File: src/rtl/instr_encoder_if.sv
// instr_encoder_if: request and encoded-word handshake bundle for instr_encoder
interface instr_encoder_if;
    logic        in_valid;
    logic        in_ready;
    logic [3:0]  in_kind;
    logic [4:0]  in_rd;
    logic [4:0]  in_rs;
    logic [4:0]  in_rt;
    logic [4:0]  in_shamt;
    logic [31:0] in_imm;
    logic        out_valid;
    logic        out_ready;
    logic [31:0] out_instr;

    modport master (
        output in_valid, in_kind, in_rd, in_rs, in_rt, in_shamt, in_imm, out_ready,
        input  in_ready, out_valid, out_instr
    );

    modport slave (
        input  in_valid, in_kind, in_rd, in_rs, in_rt, in_shamt, in_imm, out_ready,
        output in_ready, out_valid, out_instr
    );
endinterface

File: src/rtl/instr_encoder.sv
// instr_encoder: encodes R/I-type requests into 32-bit words queued in a small FIFO
module instr_encoder #(
    parameter int DEPTH = 4
) (
    input  logic                   clock,
    input  logic                   reset_n,
    instr_encoder_if.slave         bus,
    input  logic                   clr_err,
    output logic [$clog2(DEPTH):0] count,
    output logic                   err
);
    localparam int AW = $clog2(DEPTH);
    localparam logic [AW:0] full = (AW + 1)'(DEPTH);

    logic [31:0]   mem [DEPTH];
    logic [AW-1:0] wr_ptr, rd_ptr;
    logic          is_r, is_i, legal, push, pop, bad;
    logic [4:0]    opcode;
    logic [31:0]   word;

    always_comb begin
        is_r = bus.in_kind <= 4'd5;
        is_i = bus.in_kind inside {4'd8, 4'd9, 4'd10};
        // immediate must be representable as a 17-bit signed field
        legal = is_r || (is_i && (&bus.in_imm[31:16] || ~|bus.in_imm[31:16]));
        opcode = bus.in_kind == 4'd8 ? 5'b00101 : bus.in_kind == 4'd9 ? 5'b00111 : 5'b01000;
        word = is_r ? {5'b0, bus.in_rd, bus.in_rs, bus.in_rt, bus.in_shamt, 1'b0, bus.in_kind, 2'b00}
                    : {opcode, bus.in_rd, bus.in_rs, bus.in_imm[16:0]};
        push = bus.in_valid && bus.in_ready && legal;
        bad = bus.in_valid && bus.in_ready && !legal;
        pop = bus.out_valid && bus.out_ready;
    end

    assign bus.in_ready  = count < full;
    assign bus.out_valid = count != '0;
    assign bus.out_instr = bus.out_valid ? mem[rd_ptr] : 32'd0;

    always_ff @(posedge clock)
        if (push) mem[wr_ptr] <= word;

    always_ff @(posedge clock or negedge reset_n) begin
        if (!reset_n) begin
            count  <= '0;
            wr_ptr <= '0;
            rd_ptr <= '0;
            err    <= 1'b0;
        end else begin
            if (push) wr_ptr <= wr_ptr + (AW)'(1);
            if (pop) rd_ptr <= rd_ptr + (AW)'(1);
            count <= count + (AW + 1)'(push) - (AW + 1)'(pop);
            err   <= bad || (err && !clr_err);
        end
    end
endmodule

File: src/flat_wrapper.sv
// flat-port wrapper written by rule: the top's interface ports become plain ports
module instr_encoder_flat 
#(
    parameter int DEPTH = 4
)
  (clock, reset_n, clr_err, count, err, bus_in_valid, bus_in_kind, bus_in_rd, bus_in_rs, bus_in_rt, bus_in_shamt, bus_in_imm, bus_out_ready, bus_in_ready, bus_out_valid, bus_out_instr);
  instr_encoder_if bus_i ();
  input  logic clock;
  input  logic reset_n;
  input  logic clr_err;
  output logic [$clog2(DEPTH):0] count;
  output logic err;
  input wire logic [$bits(bus_i.in_valid)-1:0] bus_in_valid;
  input wire logic [$bits(bus_i.in_kind)-1:0] bus_in_kind;
  input wire logic [$bits(bus_i.in_rd)-1:0] bus_in_rd;
  input wire logic [$bits(bus_i.in_rs)-1:0] bus_in_rs;
  input wire logic [$bits(bus_i.in_rt)-1:0] bus_in_rt;
  input wire logic [$bits(bus_i.in_shamt)-1:0] bus_in_shamt;
  input wire logic [$bits(bus_i.in_imm)-1:0] bus_in_imm;
  input wire logic [$bits(bus_i.out_ready)-1:0] bus_out_ready;
  output wire logic [$bits(bus_i.in_ready)-1:0] bus_in_ready;
  output wire logic [$bits(bus_i.out_valid)-1:0] bus_out_valid;
  output wire logic [$bits(bus_i.out_instr)-1:0] bus_out_instr;
  assign bus_i.in_valid = bus_in_valid;
  assign bus_i.in_kind = bus_in_kind;
  assign bus_i.in_rd = bus_in_rd;
  assign bus_i.in_rs = bus_in_rs;
  assign bus_i.in_rt = bus_in_rt;
  assign bus_i.in_shamt = bus_in_shamt;
  assign bus_i.in_imm = bus_in_imm;
  assign bus_i.out_ready = bus_out_ready;
  assign bus_in_ready = bus_i.in_ready;
  assign bus_out_valid = bus_i.out_valid;
  assign bus_out_instr = bus_i.out_instr;
  instr_encoder #(.DEPTH(DEPTH)) u_core (.clock(clock), .reset_n(reset_n), .bus(bus_i), .clr_err(clr_err), .count(count), .err(err));
endmodule
File: config.mk
export PLATFORM = sky130hd
export DESIGN_NAME = instr_encoder_flat
export DESIGN_NICKNAME = d
export VERILOG_FILES = /design/src/rtl/instr_encoder_if.sv /design/src/rtl/instr_encoder.sv /design/src/flat_wrapper.sv
export SDC_FILE = /design/constraint.sdc
export NUM_CORES = 1
export LEC_CHECK = 0
export ABC_AREA = 1
export CORE_ASPECT_RATIO = 0.5
export CORE_UTILIZATION = 51
export CTS_CLUSTER_SIZE = 20
export DETAILED_ROUTE_END_ITERATION = 10
export GPL_TIMING_DRIVEN = 0
export PLACE_DENSITY = 0.77
export SLEW_MARGIN = 10
export SYNTH_ARGS = -nofsm -noshare
export SYNTH_HDL_FRONTEND = slang
export SYNTH_SLANG_ARGS = --single-unit
File: constraint.sdc
create_clock -name clock -period 3.9 [get_ports clock]
set_input_delay 0.78 -clock clock [delete_from_list [all_inputs] [get_ports clock]]
set_output_delay 0.78 -clock clock [all_outputs]
set_load 0.01 [all_outputs]
==> flow_summary.json <==
{
  "seq_area_sq_um": 3800,
  "clockRootBuffer": "clkbuf_16",
  "fin_skew_ns": 0.00805,
  "layout.nets": 693,
  "ys_warn_count": 0,
  "fin_crit_sh_pct": 85.0,
  "wl_per_cell_um": 16.6,
  "postCtsSetupRepairBufs": 0,
  "cts_buffer_depth": 2,
  "synthMostInstantiatedCell": "nor2_1",
  "cts_buffers": 17,
  "drive_above_1_share_pct": 11.1,
  "core_sq_um": 10400,
  "netlist_instances": 505,
  "place_ws_ns": 0.796,
  "drc": 0,
  "io_buffers": 97,
  "fillers": 702,
  "die_area_sq_um": 11300,
  "slew_violations": 0,
  "outcome": "complete, no violations",
  "async_flop_share_pct": 6.25,
  "p_leak_nw": 2.80,
  "period_needed_ns": 3.31,
  "critPathRequiredTime_ns": 3.12,
  "crit_type": "register to output port",
  "num_rows": 26,
  "worst_slew_pin_slew_ns": 0.690,
  "insertion_delay_ns": 0.41,
  "area_growth_pct": 34.8,
  "hold_viol_final": 0,
  "dieWidth_um": 149,
  "diodes": 0,
  "hold_path_depth": 2,
  "yosys_most_used_dff": "edfxtp_1",
  "postCtsResizedCells": 0,
  "maxCapViolations": 0,
  "antenna_left": 0,
  "overflow": 0,
  "cts.sinks": 128,
  "multi_input_area_sq_um": 1470,
  "grt_pass1_vias": 3891,
  "vias": 4037,
  "fin_ws_ns": 0.586,
  "startpoint_type": "register",
  "end_kind": "output port",
  "p_per_area_nw_per_um2": 756,
  "clk_pin_slew_ns": 0.06,
  "htree_levels": 4,
  "place.gp.congestion": 0.743,
  "yosys.cell_types.count": 27,
  "die_h_um": 75.7,
  "cp.arrival_ns": 2.53,
  "crit_fanout": 10,
  "synth_top_area_share_pct": 65.1,
  "synth_edf_count": 120,
  "dp_cells": 746,
  "ir_drop_v": 0.000380,
  "grt_usage_pct": 24.2,
  "synth_top_cell_by_area": "edfxtp_1",
  "slew_headroom_pct": 54.0,
  "hold_buffers": 0,
  "final_util_pct": 71.9,
  "setup_viol": 0,
  "synthesis.nets": 573,
  "wl_mm": 12.9,
  "syn_area_per_cell_sq_um": 11.0,
  "first_iter_violations": 478,
  "finalSetupTns_ns": 0,
  "synth_common_cells": "nor2_1, edfxtp_1, nand2_1",
  "synth_seq_area_share_pct": 68.7,
  "grt_first_pass_wirelength_mm": 19.5,
  "reg2reg_depth": 11,
  "antenna_found_initial": 0,
  "grt_max_degree": 25,
  "dp_hpwl_mm": 8.29,
  "ys_seq_elements": 128,
  "ys_top_cells_by_area": "edfxtp_1, nor2_1, dfrtp_1",
  "instances_no_fill": 778,
  "post_drt_via_cell_ratio": 5.19,
  "rsz0062_at_grt": "false",
  "power_w": 0.00564,
  "clock.fmax_ghz": 0.302,
  "syn_area_sq_um": 5540,
  "cts_tree": "built",
  "first_pass_iters": 5,
  "ios": 99,
  "worstHoldPathType": "register to register",
  "initial_utilization_pct": 53.4
}
-- final timing paths --
path / from / to / slack, ns
hold reg to reg: u_core.wr_ptr[1] / u_core.wr_ptr[1] / 0.54
min in group asynchronous: reset_n / u_core.err / 0.70
max in group asynchronous: reset_n / u_core.count[1] / 2.86
hold / removal: u_core.wr_ptr[1] / u_core.wr_ptr[1] / 0.54
setup / recovery: u_core.count[1] / bus_out_instr[29] / 0.59
setup reg to reg: u_core.count[1] / u_core.count[2] / 1.37
-- critical path, cell delays in order (launching register included) --
cell	delay, ns
dfrtp_1	0.44
nor3_2	0.41
clkbuf_1	0.50
a21oi_1	0.14
buf_4	0.17
clkdlybuf4s50_1	0.46
-- per-stage QoR --
step           area, sq um  hold slack, ns
2_1_floorplan         5540           0.484
3_3_place_gp          6680           0.525
3_5_place_dp          6800           0.527
4_1_cts               7470           0.549
5_1_grt               7470           0.590
6_report              7470           0.541
-- placed cells by master (no fill, tap or decap) --
master / instances
dfrtp_1: 8
o21ai_0: 26
clkbuf_2: 6
clkdlybuf4s50_1: 97
nand2_4: 2
nand4_1: 1
nor2_2: 2
a21oi_1: 31
o21ai_1: 35
clkinv_2: 2
bufinv_16: 6
buf_2: 3
edfxtp_1: 120
nor2_4: 5
buf_4: 9
conb_1: 1
nor3_2: 1
nor2_1: 145
ha_1: 6
nand2_2: 3
inv_1: 30
clkbuf_1: 7
nand2_1: 53
buf_16: 2
clkbuf_16: 17
buf_6: 2
nand3_1: 2
clkinvlp_4: 3
fa_1: 1
clkinv_4: 3
buf_12: 2
o22ai_1: 1
inv_2: 3
xnor2_1: 1
xor2_1: 2
-- state kept, by name, summed over array words and instances (netlist names) --
register / count
u_core.err: 1
u_core.wr_ptr: 2
u_core.mem: 120
u_core.rd_ptr: 2
u_core.count: 3
-- per-layer routing --
metal,up-vias,GRT usage (%),wire (um)
li1,1953,-,-
met2,195,41.8,6460
met1,1874,30.0,5110
met3,15,6.71,1240
met5,-,0,0
met4,0,8.73,130
-- kinds of logic (layout without fill, tap and decap cells) --
kind of cell,count (synthesis),in the layout,synth area share (%)
AND/OR/NAND/NOR,214,214,15.5
XOR/XNOR,3,3,0.475
adder cells (fa/ha/maj),7,7,1.72
flip-flops,128,128,68.7
AO/OA/AOI/OAI,93,93,8.43
buffers and inverters,59,192,5.08
other,1,1,0.0677
-- power breakdown --
part	internal, W	leakage, nW	switching, W	total [W]
sequential	0.00164	1.18	0.0000586	0.00170
combinational	0.000988	1.30	0.00119	0.00218
clock	0.00120	0.316	0.000573	0.00177
total	0.00382	2.80	0.00182	0.00564
-- cell type report --
| class | count | share of cell area (%) |
|---|---|---|
| Sequential cell | 128 | 50.9 |
| Multi-Input combinational cell | 318 | 19.7 |
| Timing Repair Buffer | 101 | 14.3 |
| Clock buffer | 18 | 5.75 |
| Clock inverter | 14 | 3.20 |
| Tap cell | 140 | 2.35 |
| Buffer | 26 | 2.11 |
| Inverter | 33 | 1.66 |
Note: power is estimated with default switching activity, not from simulation.
